[src/rtl/mem_conflict_arbiter.sv]
// mem_conflict_arbiter
//
// Request-side arbiter in front of the dual-port data memory. Master m0 is
// wired to memory port A and master m1 to memory port B. Both masters pass
// straight through unless they hit the same memory word in the same cycle
// with at least one of them writing. In that case only the master selected
// by the priority bit is forwarded, and the loser is held off for the cycle.
// The priority bit then moves to the loser, so no master is refused twice in
// a row. Responses are forwarded only on ports that actually issued a request
// in the previous cycle.
//
// Ports
//   clk, rst                     clock, synchronous active-high reset
//   m0_* / m1_*                  OBI-style master request and response
//                                (req, addr, we, be, wdata / gnt, rvalid,
//                                err, rdata)
//   mem_a_* / mem_b_*            memory port A (from m0) / port B (from m1)
//   conflict_cnt                 saturating count of resolved conflicts
module mem_conflict_arbiter #(
    parameter int DATA_WIDTH   = 32,
    parameter int ADDR_WIDTH   = 32,
    parameter int M_ADDR_WIDTH = 16,
    parameter int CNT_WIDTH    = 16
) (
    input  logic                    clk,
    input  logic                    rst,

    input  logic                    m0_req,
    input  logic [ADDR_WIDTH-1:0]   m0_addr,
    input  logic                    m0_we,
    input  logic [DATA_WIDTH/8-1:0] m0_be,
    input  logic [DATA_WIDTH-1:0]   m0_wdata,
    output logic                    m0_gnt,
    output logic                    m0_rvalid,
    output logic                    m0_err,
    output logic [DATA_WIDTH-1:0]   m0_rdata,

    input  logic                    m1_req,
    input  logic [ADDR_WIDTH-1:0]   m1_addr,
    input  logic                    m1_we,
    input  logic [DATA_WIDTH/8-1:0] m1_be,
    input  logic [DATA_WIDTH-1:0]   m1_wdata,
    output logic                    m1_gnt,
    output logic                    m1_rvalid,
    output logic                    m1_err,
    output logic [DATA_WIDTH-1:0]   m1_rdata,

    output logic                    mem_a_req,
    output logic [ADDR_WIDTH-1:0]   mem_a_addr,
    output logic                    mem_a_we,
    output logic [DATA_WIDTH/8-1:0] mem_a_be,
    output logic [DATA_WIDTH-1:0]   mem_a_wdata,
    input  logic                    mem_a_gnt,
    input  logic                    mem_a_rvalid,
    input  logic                    mem_a_err,
    input  logic [DATA_WIDTH-1:0]   mem_a_rdata,

    output logic                    mem_b_req,
    output logic [ADDR_WIDTH-1:0]   mem_b_addr,
    output logic                    mem_b_we,
    output logic [DATA_WIDTH/8-1:0] mem_b_be,
    output logic [DATA_WIDTH-1:0]   mem_b_wdata,
    input  logic                    mem_b_gnt,
    input  logic                    mem_b_rvalid,
    input  logic                    mem_b_err,
    input  logic [DATA_WIDTH-1:0]   mem_b_rdata,

    output logic [CNT_WIDTH-1:0]    conflict_cnt
);

    localparam int BE_W  = DATA_WIDTH / 8;
    localparam int OFF_W = (BE_W > 1) ? $clog2(BE_W) : 0;

    // Word index used for the collision compare; byte offset bits are
    // dropped so that e.g. 0x10 and 0x11 are recognised as the same word.
    logic [M_ADDR_WIDTH-1:0] widx_0;
    logic [M_ADDR_WIDTH-1:0] widx_1;

    logic                 conflict;
    logic                 prio_reg;
    logic                 prio_next;
    logic                 issued_a_reg;
    logic                 issued_a_next;
    logic                 issued_b_reg;
    logic                 issued_b_next;
    logic [CNT_WIDTH-1:0] cnt_reg;
    logic [CNT_WIDTH-1:0] cnt_next;

    assign widx_0 = m0_addr[M_ADDR_WIDTH+OFF_W-1:OFF_W];
    assign widx_1 = m1_addr[M_ADDR_WIDTH+OFF_W-1:OFF_W];

    // Read/read to the same word is harmless on a dual-port RAM; only a
    // write on either side makes the pair hazardous.
    assign conflict = m0_req & m1_req & (widx_0 == widx_1) & (m0_we | m1_we);

    // prio_reg = 0 lets m0 win a conflict, prio_reg = 1 lets m1 win.
    assign mem_a_req   = m0_req & ~(conflict &  prio_reg);
    assign mem_b_req   = m1_req & ~(conflict & ~prio_reg);

    assign mem_a_addr  = m0_addr;
    assign mem_a_we    = m0_we;
    assign mem_a_be    = m0_be;
    assign mem_a_wdata = m0_wdata;

    assign mem_b_addr  = m1_addr;
    assign mem_b_we    = m1_we;
    assign mem_b_be    = m1_be;
    assign mem_b_wdata = m1_wdata;

    assign m0_gnt = mem_a_req & mem_a_gnt;
    assign m1_gnt = mem_b_req & mem_b_gnt;

    // A response is only routed back when this port issued last cycle, so a
    // stray memory rvalid (e.g. for a request accepted during reset) is
    // swallowed.
    assign m0_rvalid = mem_a_rvalid & issued_a_reg;
    assign m0_err    = mem_a_err;
    assign m0_rdata  = mem_a_rdata;

    assign m1_rvalid = mem_b_rvalid & issued_b_reg;
    assign m1_err    = mem_b_err;
    assign m1_rdata  = mem_b_rdata;

    assign conflict_cnt = cnt_reg;

    always_comb begin
        prio_next     = prio_reg;
        issued_a_next = mem_a_req & mem_a_gnt;
        issued_b_next = mem_b_req & mem_b_gnt;
        cnt_next      = cnt_reg;
        if (conflict) begin
            // The loser owns the next conflict. Its index is the inverse of
            // the current winner's.
            prio_next = ~prio_reg;
            if (cnt_reg != {CNT_WIDTH{1'b1}}) begin
                cnt_next = cnt_reg + CNT_WIDTH'(1);
            end
        end
    end

    always_ff @(posedge clk) begin
        if (rst) begin
            prio_reg     <= 1'b0;
            issued_a_reg <= 1'b0;
            issued_b_reg <= 1'b0;
            cnt_reg      <= '0;
        end else begin
            prio_reg     <= prio_next;
            issued_a_reg <= issued_a_next;
            issued_b_reg <= issued_b_next;
            cnt_reg      <= cnt_next;
        end
    end

endmodule

[config.mk]
export PLATFORM = sky130hd
export DESIGN_NAME = mem_conflict_arbiter
export DESIGN_NICKNAME = d
export VERILOG_FILES = /design/src/rtl/mem_conflict_arbiter.sv
export SDC_FILE = /design/constraint.sdc
export NUM_CORES = 1
export LEC_CHECK = 0
export ABC_AREA = 1
export ABC_CLOCK_PERIOD_IN_PS = 2800
export CORE_AREA = 2 2 171 173
export DETAILED_ROUTE_END_ITERATION = 7
export DIE_AREA = 0 0 173 175
export PLACE_DENSITY_LB_ADDON = 0.15
export SYNTH_ARGS = -nofsm -noshare
export SYNTH_HDL_FRONTEND = slang
export SYNTH_SLANG_ARGS = --single-unit
[constraint.sdc]
create_clock -name clk -period 2.8 [get_ports clk]
set_input_delay 0.42 -clock clk [delete_from_list [all_inputs] [get_ports clk]]
set_output_delay 0.42 -clock clk [all_outputs]
set_load 0.01 [all_outputs]
==> flow_metrics.py, run 1 <==
metrics = {
    "die": {
        "die_h_um": 175,
        "dieArea_mm2": 0.0303,
        "rows": 62,
        "num_io_pins": 438,
        "start_util_pct": 10.9,
        "core_area_mm2": 0.0284,
        "fp.dieW_um": 173,
    },
    "setup_path": {
        "rr_worst_depth": 8,
        "cpMostUsedCell": "nand2_1",
        "critPathSlowestCell": "clkdlybuf4s50_1",
        "arrival_ns": 2.18,
        "crit_required_ns": 2.38,
        "slowest_delay_ns": 0.56,
        "crit_fanout": 4,
        "critPathCaptureType": "output port",
        "r2r_slack_ns": 0.96,
        "path_cells": "clkdlybuf4s50_1 > inv_1 > nand2_1 > nand2_1 > nor2_1 > nand2_1 > nor2_2 > nand2_1 > nor2_1 > nand2_1 > nand2_1 > nor2_1 > dlygate4sd2_1",
        "critPathKind": "input port to output port",
        "startpoint_type": "input port",
    },
    "place": {
        "portBuffers": 97,
        "place_area_mm2": 0.00307,
        "gp_congestion": 0.713,
        "pre_cts_ws_ns": -0.149,
        "dp.final_hpwl_um": 8070,
        "place_inst": 768,
    },
    "global_route": {
        "antenna_found_initial": 0,
        "grt_first_pass_wirelength_um": 14000,
        "use_met3_pct": 2.07,
        "grtUsageMet2_pct": 10.0,
        "track_usage_pct": 6.04,
        "grt_max_degree": 21,
        "gr-total-overflow": 0,
        "met1_usage_pct": 5.94,
        "grt-busiest-layer": "met2",
        "grt_pass1_vias": 2226,
    },
    "sta": {
        "fin_crit_ns": 2.60,
        "finalSetupViolations": 0,
        "slew_viol_final": 0,
        "hold_viol": 0,
        "rsz0062_at_grt": "no",
        "fin_ws_ns": 0.204,
        "max_freq_mhz": 385,
        "min_period_over_period_pct": 92.7,
        "fin_tns_setup_ns": 0,
        "finClkSkew_ns": 0.00315,
        "slew_headroom_pct": 57.0,
        "worstMarginPinSlew_ns": 0.644,
    },
    "detailed_routing": {
        "drt-wirelength-per-cell_um": 12.3,
        "firstDrtPassIters": 4,
        "detail_route.wirelength_um": 9520,
        "num_vias": 2226,
        "final_antenna_net_count": 0,
        "drc": 0,
        "drt_iter0_drc": 62,
        "avgViaCountPerCell": 2.88,
    },
    "synthesis": {
        "syn-num-nets": 698,
        "synth_area_mm2": 0.00310,
        "async_reset_ff_share_pct": 0,
        "synth-edff-count": 0,
        "ys_warn_count": 0,
        "synth-seq-cells": 19,
        "avgSynthCellArea_um2": 6.40,
        "ys_seq_area_share_pct": 12.3,
        "yosys.cell_types.count": 26,
        "synthCells": 485,
        "ys.flop_type": "dfxtp_1",
    },
    "clocking": {
        "htreeDepth": 1,
        "clkSlewWorstSetupHoldPaths_ns": 0.06,
        "cts-buffers-inserted": 3,
        "cts.sinks": 19,
        "clock-root-buffer": "clkbuf_16",
        "clk_latency_ns": 0.26,
        "cts_tree": "built",
        "clock_path_buffers": 2,
        "post_cts_buffers": 0,
    },
    "finish": {
        "syn2layout_area_growth_pct": 2.30,
        "largest_reg_flops": 16,
        "final_common_cell": "clkdlybuf4s50_1",
        "layout_common_cells": "clkdlybuf4s50_1 (92), nand2_1 (89), inv_1 (60)",
        "fin_area_mm2": 0.00318,
        "n_antenna_cell": 0,
        "layout-drive-gt1-share_pct": 9.02,
        "final_cell_count_no_fill": 772,
        "final_nets": 602,
    },
    "power": {
        "powerDensity_mw_per_mm2": 260,
        "leakage_nw": 1.32,
        "ir_drop_mv": 0.179,
        "finalPower_w": 0.000826,
    },
    "job": {
        "maxCapViolCount": 0,
    },
    "hold_path": {
        "hold_depth": 1,
        "min_path_type": "flip-flop to flip-flop",
    },
    "run_status": {
        "outcome": "completed",
    },
}
-- per-stage QoR --
| stage | utilization (%) | hold WS, ns |
|---|---|---|
| after floorplan | - | 0.443 |
| after global placement | 10.8 | 0.496 |
| after detailed placement | 10.8 | 0.489 |
| after CTS | 11.1 | 0.516 |
| after global routing | 11.2 | 0.544 |
| final | 11.2 | 0.507 |
-- power by group --
| group | switching (W) | total (W) | internal, W |
|---|---|---|---|
| sequential | 0.000000474 | 0.000272 | 0.000271 |
| clock | 0.000133 | 0.000325 | 0.000193 |
| combinational | 0.000102 | 0.000229 | 0.000128 |
| total | 0.000235 | 0.000826 | 0.000592 |
-- cell type report --
cell class              instances  area, um^2
fillers                      3363       25200
repair buffers                106        1040
multi-input cells             198         966
well taps                     384         480
flip-flops and latches         19         380
inverters                      61         229
clock buffers                   3        75.1
clock inverters                 1        5.00
-- routing by layer --
metal	routed length [um]	part of all wire, %
met1	3340	35
met2	4490	47
met3	959	10
met4	734	7.7
met5	0	0
-- kinds of logic (layout without fill, tap and decap cells) --
kind of cell,after synthesis,count (layout),share of synthesized area [%]
AOI/OAI and AO/OA,10,10,1.61
buffers and inverters,268,171,57.4
and+or+nand+nor,183,183,27.2
adders and majority gates,1,1,0.403
xor gates and xnor gates,4,4,1.13
DFF,19,19,12.3
-- Yosys cell counts (3+ instances only) --
cell type / count / area (um^2)
nor2_2: 6 / 37.5
xnor2_1: 3 / 26.3
nand4_1: 13 / 81.3
nand3_2: 4 / 40.0
nor2_4: 3 / 33.8
nand3_1: 13 / 65.1
nor2_1: 47 / 176
nand2_1: 89 / 334
dfxtp_1: 19 / 380
inv_1: 60 / 225
a21oi_1: 7 / 35.0
buf_4: 205 / 1540
-- timing repair --
action,in CTS,in global routing
gates resized for setup,7,3
cloned,0,0
endpoints found under the setup margin,3,2
hold buffers,0,0
-- final timing paths --
kind	start	endpoint
max	m1_addr[6]	m1_gnt
min	prio_reg	prio_reg
max reg2reg	conflict_cnt[0]	conflict_cnt[4]
min reg2reg	prio_reg	prio_reg
-- critical path: cells and delay by family --
kind,cells,cell delay [ns]
buf+inv,3,0.91
simple gates,10,0.85
Note: power is estimated with default switching activity, not from simulation.
==> run 2, diff against run 1 <==
--- a/config.mk
+++ b/config.mk
@@ -7,10 +7,10 @@
 export LEC_CHECK = 0
 export ABC_AREA = 1
 export ABC_CLOCK_PERIOD_IN_PS = 2800
+export CAP_MARGIN = 40
 export CORE_AREA = 2 2 171 173
 export DETAILED_ROUTE_END_ITERATION = 7
 export DIE_AREA = 0 0 173 175
-export PLACE_DENSITY_LB_ADDON = 0.15
 export SYNTH_ARGS = -nofsm -noshare
 export SYNTH_HDL_FRONTEND = slang
 export SYNTH_SLANG_ARGS = --single-unit
==> run 2 against run 1 <==
Net effect:
- via count grew 4.0%
- fmax grew 2.8%
- die area is the same
- final cell count grew 1.3%
- flip-flop and latch count is the same
- sequential power is essentially flat
- critical path type unchanged
- setup slack gained 0.071 ns
- sequential share of layout area shrank 0.35 points
- final area grew 3.0%
- global-route usage is essentially flat
- highest routed layer unchanged
==> flow_metrics.py, run 2 (same netlist as run 1, synthesis figures left out) <==
metrics = {
    "run_status": {
        "outcome": "completed",
    },
    "setup_path": {
        "regToRegEndpoint": "conflict_cnt[2]",
        "rr_worst_depth": 8,
        "crit_start": "m0_addr[11]",
        "r2r_slack_ns": 1.07,
        "path_cells": "clkdlybuf4s50_1 > inv_1 > or2_2 > nand2_1 > nor2_1 > nand3b_1 > nor2_4 > a21oi_2 > nand2_2 > inv_1 > dlygate4sd2_1",
        "critPathKind": "input port to output port",
        "slowest_delay_ns": 0.49,
        "cpMostUsedCell": "inv_1",
        "critPathSlowestCell": "clkdlybuf4s50_1",
        "endpoint": "m0_gnt",
        "arrival_ns": 2.10,
        "crit_required_ns": 2.38,
        "critPathCaptureType": "output port",
        "crit_fanout": 2,
        "rr_startpoint": "conflict_cnt[0]",
        "startpoint_type": "input port",
    },
    "power": {
        "comb_power_share_pct": 29.2,
        "internal_power_w": 0.000602,
        "p_sw_w": 0.000233,
        "ir_drop_mv": 0.157,
        "switching_share_pct": 27.9,
        "finalPower_w": 0.000835,
        "leakage_nw": 1.41,
        "pwr-share-seq_pct": 32.5,
        "powerDensity_mw_per_mm2": 255,
        "power.share.clock_pct": 38.3,
    },
    "job": {
        "maxCapViolCount": 0,
    },
    "global_route": {
        "grt_pass1_vias": 2248,
        "gr-total-overflow": 0,
        "antenna_found_initial": 0,
        "track_usage_pct": 6.03,
        "grt_first_pass_wirelength_um": 13700,
        "grt_max_degree": 21,
    },
    "die": {
        "fp.dieW_um": 173,
        "start_util_pct": 10.9,
        "rows": 62,
        "dieArea_mm2": 0.0303,
        "die_h_um": 175,
        "core_area_mm2": 0.0284,
        "num_io_pins": 438,
    },
    "sta": {
        "max_freq_mhz": 396,
        "slew_headroom_pct": 60.4,
        "finClkSkew_ns": 0.00685,
        "worstMarginPinSlew_ns": 0.593,
        "rsz0062_at_grt": "no",
        "fin_worst_hold_slack_ns": 0.514,
        "finalSetupViolations": 0,
        "fin_crit_ns": 2.52,
        "min_period_over_period_pct": 90.2,
        "fin_ws_ns": 0.275,
        "hold_viol": 0,
        "slew_viol_final": 0,
    },
    "detailed_routing": {
        "drt-wirelength-per-cell_um": 12.3,
        "firstDrtPassIters": 4,
        "final_antenna_net_count": 0,
        "drt_iter0_drc": 74,
        "avgViaCountPerCell": 2.96,
        "detail_route.wirelength_um": 9650,
        "num_vias": 2315,
        "drc": 0,
    },
    "clocking": {
        "clkSlewWorstSetupHoldPaths_ns": 0.07,
        "cts.sinks": 19,
        "htreeDepth": 1,
        "cts_tree": "built",
        "clock-root-buffer": "clkbuf_16",
        "cts-buffers-inserted": 3,
        "clock_path_buffers": 2,
        "clk_latency_ns": 0.26,
    },
    "place": {
        "gp_congestion": 0.748,
        "dp.final_hpwl_um": 8210,
        "pre_cts_ws_ns": -0.148,
        "portBuffers": 97,
    },
    "finish": {
        "final_nets": 612,
        "layout_common_cells": "clkdlybuf4s50_1 (88), nand2_1 (87), inv_1 (60)",
        "final_common_cell": "clkdlybuf4s50_1",
        "n_antenna_cell": 0,
        "finish.utilization_pct": 11.5,
        "layout-drive-gt1-share_pct": 12.6,
        "fillers": 3346,
        "largest_reg_flops": 16,
        "syn2layout_area_growth_pct": 5.40,
    },
    "hold_path": {
        "min_path_type": "flip-flop to flip-flop",
    },
}
run 2: cell types whose count changed in the layout (fill, tap and decap cells not counted), moves of 2 or more:
cell             previous run  this run
nand2_1                    89        87
nor2_4                      5         3
nand2_2                     1         3
nor2_2                      5         8
clkdlybuf4s50_1            92        88
dlymetal6s2s_1              2         6
buf_4                       9        19
run 2: per-layer routing:
layer,up-vias,GRT usage (%),routed length [um]
met2,143,10.1,4560
met1,976,5.64,3110
met5,-,0,0
met4,0,5.69,857
met3,116,2.37,1130
li1,1080,-,-
run 2: layout make-up:
class | count | area, um^2 | area share, %
Multi-Input combinational cell | 198 | 977 | 29.9
Timing Repair Buffer | 116 | 1120 | 34.4
Sequential cell | 19 | 380 | 11.6
Clock buffer | 3 | 75.1 | 2.29
Clock inverter | 1 | 5.00 | 0.153
Inverter | 61 | 229 | 7.00
Tap cell | 384 | 480 | 14.7
run 2: how the worst min path moves through the flow:
stage                          from              end  slack (ns)  cells past startpoint
CTS                 conflict_cnt[8]  conflict_cnt[8]        0.52                      2
global placement           prio_reg         prio_reg        0.50                      1
finish                     prio_reg         prio_reg        0.51                      1
detailed placement         prio_reg         prio_reg        0.50                      1
global route               prio_reg         prio_reg        0.55                      1
floorplan                  prio_reg         prio_reg        0.44                      1
run 2: power by group through the flow:
stage                     sequential [W]  combinational (W)  clock, W
after floorplan                 0.000278           0.000361         0
after CTS                       0.000271           0.000247  0.000340
final                           0.000271           0.000244  0.000320
after global placement          0.000278           0.000244         0
after global routing            0.000271           0.000269  0.000351
after detailed placement        0.000278           0.000245         0
run 2: repair_timing:
action	in CTS	in global routing
buffers inserted	0	0
hold endpoints to repair	0	0
hold buffers	0	0
pin swaps	3	1
gates resized for setup	7	10
endpoints found under the setup margin	4	3
run 2: stage by stage:
stage | instance area [um^2] | TNS, ns | std cells
after detailed placement | 3140 | -0.434 | 778
final | 3270 | 0 | 782
after global routing | 3270 | 0 | 782
after global placement | 3140 | -0.311 | 778
after floorplan | 3100 | 0 | 485
after CTS | 3230 | 0 | 782
run 2: worst max-delay path, delay by kind of cell:
family	cells	cell delay [ns]
buffers and inverters	4	0.86
AO/OA/AOI/OAI	1	0.15
AND/OR/NAND/NOR	6	0.68
==> run 3, diff against run 2 <==
--- a/config.mk
+++ b/config.mk
@@ -8,9 +8,9 @@
 export ABC_AREA = 1
 export ABC_CLOCK_PERIOD_IN_PS = 2800
 export CAP_MARGIN = 40
-export CORE_AREA = 2 2 171 173
+export CORE_AREA = 5 5 169 171
 export DETAILED_ROUTE_END_ITERATION = 7
-export DIE_AREA = 0 0 173 175
+export DIE_AREA = 0 0 174 176
 export SYNTH_ARGS = -nofsm -noshare
 export SYNTH_HDL_FRONTEND = slang
 export SYNTH_SLANG_ARGS = --single-unit
==> run 3 against run 2 <==
Net effect:
- count of clock-buffer cells in the layout unchanged
- highest routed layer unchanged
- fmax decreased by 1.2%
- flip-flop and latch count unchanged
- routed wire length increased by 9.8%
- die area increased by 1.2%
- worst hold slack got worse by 0.018 ns
- sequential share of layout area decreased by 0.16 points
- critical path type unchanged
- global-route usage increased by 0.39 points
- critical endpoint is now mem_b_req
==> flow_metrics.py, run 3 (same netlist as run 1, synthesis figures left out) <==
metrics = {
    "sta": {
        "finalSetupViolations": 0,
        "slew_viol_final": 0,
        "fin_tns_setup_ns": 0,
        "worstMarginPinSlew_ns": 0.650,
        "min_period_over_period_pct": 91.2,
        "hold_viol": 0,
        "rsz0062_at_grt": "no",
        "finClkSkew_ns": 0.00105,
        "slew_headroom_pct": 56.6,
        "max_freq_mhz": 391,
        "fin_ws_ns": 0.245,
        "fin_crit_ns": 2.55,
    },
    "power": {
        "finalPower_w": 0.000853,
        "powerDensity_mw_per_mm2": 257,
        "leakage_nw": 1.46,
        "ir_drop_mv": 0.178,
    },
    "finish": {
        "finish.utilization_pct": 12.4,
        "final_nets": 626,
        "final_common_cell": "clkdlybuf4s50_1",
        "n_antenna_cell": 0,
        "layout-drive-gt1-share_pct": 15.0,
        "layout_common_cells": "clkdlybuf4s50_1 (91), nand2_1 (88), inv_1 (60)",
        "syn2layout_area_growth_pct": 6.89,
        "largest_reg_flops": 16,
    },
    "place": {
        "gp_congestion": 0.726,
        "portBuffers": 97,
        "pre_cts_ws_ns": -0.0510,
        "dp.final_hpwl_um": 9100,
    },
    "detailed_routing": {
        "final_antenna_net_count": 0,
        "drt-wirelength-per-cell_um": 14.1,
        "detail_route.wirelength_um": 10600,
        "num_vias": 2375,
        "drc": 0,
        "firstDrtPassIters": 4,
        "drt_iter0_drc": 69,
        "avgViaCountPerCell": 3.15,
    },
    "die": {
        "fp.dieW_um": 174,
        "rows": 60,
        "die_h_um": 176,
        "start_util_pct": 11.6,
        "core_area_mm2": 0.0267,
        "num_io_pins": 438,
        "dieArea_mm2": 0.0306,
    },
    "clocking": {
        "hold_buffers": 0,
        "clkSlewWorstSetupHoldPaths_ns": 0.06,
        "clock_path_buffers": 2,
        "cts.sinks": 19,
        "clock-root-buffer": "clkbuf_16",
        "clk_latency_ns": 0.26,
        "cts-buffers-inserted": 3,
        "htreeDepth": 1,
        "post_cts_buffers": 0,
        "cts_tree": "built",
    },
    "setup_path": {
        "path_cells": "clkdlybuf4s50_1 > xnor2_2 > nand3_1 > nor2_2 > inv_1 > nor2_1 > nand2_1 > nand2_2 > inv_1 > dlygate4sd2_1",
        "endpoint": "mem_b_req",
        "rr_startpoint": "conflict_cnt[1]",
        "slowest_delay_ns": 0.56,
        "critPathCaptureType": "output port",
        "critPathKind": "input port to output port",
        "cpMostUsedCell": "inv_1",
        "crit_required_ns": 2.38,
        "r2r_slack_ns": 0.96,
        "regToRegEndpoint": "conflict_cnt[2]",
        "rr_worst_depth": 8,
        "crit_fanout": 3,
        "critPathSlowestCell": "clkdlybuf4s50_1",
        "arrival_ns": 2.13,
        "crit_start": "m0_addr[14]",
        "startpoint_type": "input port",
    },
    "global_route": {
        "track_usage_pct": 6.42,
        "gr-total-overflow": 0,
        "antenna_found_initial": 0,
        "grt_first_pass_wirelength_um": 14600,
        "grt_max_degree": 21,
        "grt_pass1_vias": 2288,
    },
    "hold_path": {
        "min_path_type": "flip-flop to flip-flop",
        "hold_depth": 1,
    },
    "run_status": {
        "outcome": "completed",
    },
    "job": {
        "maxCapViolCount": 0,
    },
}
[run 3: cell types whose count changed in the layout (fill, tap and decap cells not counted), sizes merged]
cell / change
clkdlybuf4s50: +3
buf: +14
dlygate4sd2: -2
dlymetal6s2s: -1
[run 3: worst min path at each step]
stage / startpoint / to / slack [ns]
after floorplan: prio_reg / prio_reg / 0.44
after global placement: prio_reg / prio_reg / 0.46
after detailed placement: prio_reg / prio_reg / 0.48
after CTS: prio_reg / prio_reg / 0.50
after global routing: prio_reg / prio_reg / 0.54
final: prio_reg / prio_reg / 0.50
[run 3: critical path: cells and delay by family]
kind          cells  cell delay (ns)
simple gates      5             0.65
xor+xnor          1             0.15
buf+inv           4             0.93
[run 3: area by class of cell]
class / instances / area (um^2)
multi-input combinational: 198 / 972
inverter: 61 / 229
clock inverter: 1 / 5.00
clock buffer: 3 / 75.1
fill: 3131 / 23400
tap: 341 / 427
timing repair buffer: 130 / 1230
sequential: 19 / 380
[run 3: power breakdown]
| part | internal, W | switching (W) |
|---|---|---|
| combinational | 0.000151 | 0.000114 |
| clock | 0.000192 | 0.000123 |
| sequential | 0.000271 | 0.000000614 |
| total | 0.000615 | 0.000238 |
[run 3: timing repair]
action,CTS,global route
gates cloned,0,0
gates resized for setup,8,6
setup endpoints to repair,4,3
pin swaps,0,1
endpoints found under the hold margin,0,0
[run 3: per-stage QoR]
step	hold slack [ns]	std cells	instance area, um^2
6_report	0.496	753	3320
5_1_grt	0.538	753	3320
4_1_cts	0.501	753	3300
3_5_place_dp	0.476	749	3200
3_3_place_gp	0.465	749	3200
2_1_floorplan	0.443	485	3100
[run 3: per-layer routing]
metal	global-route usage [%]	vias to the layer above	routed length (um)
met5	0	-	0
met4	5.87	0	972
met1	5.78	995	3390
met2	10.4	176	4820
met3	3.45	89	1420
li1	-	1115	-
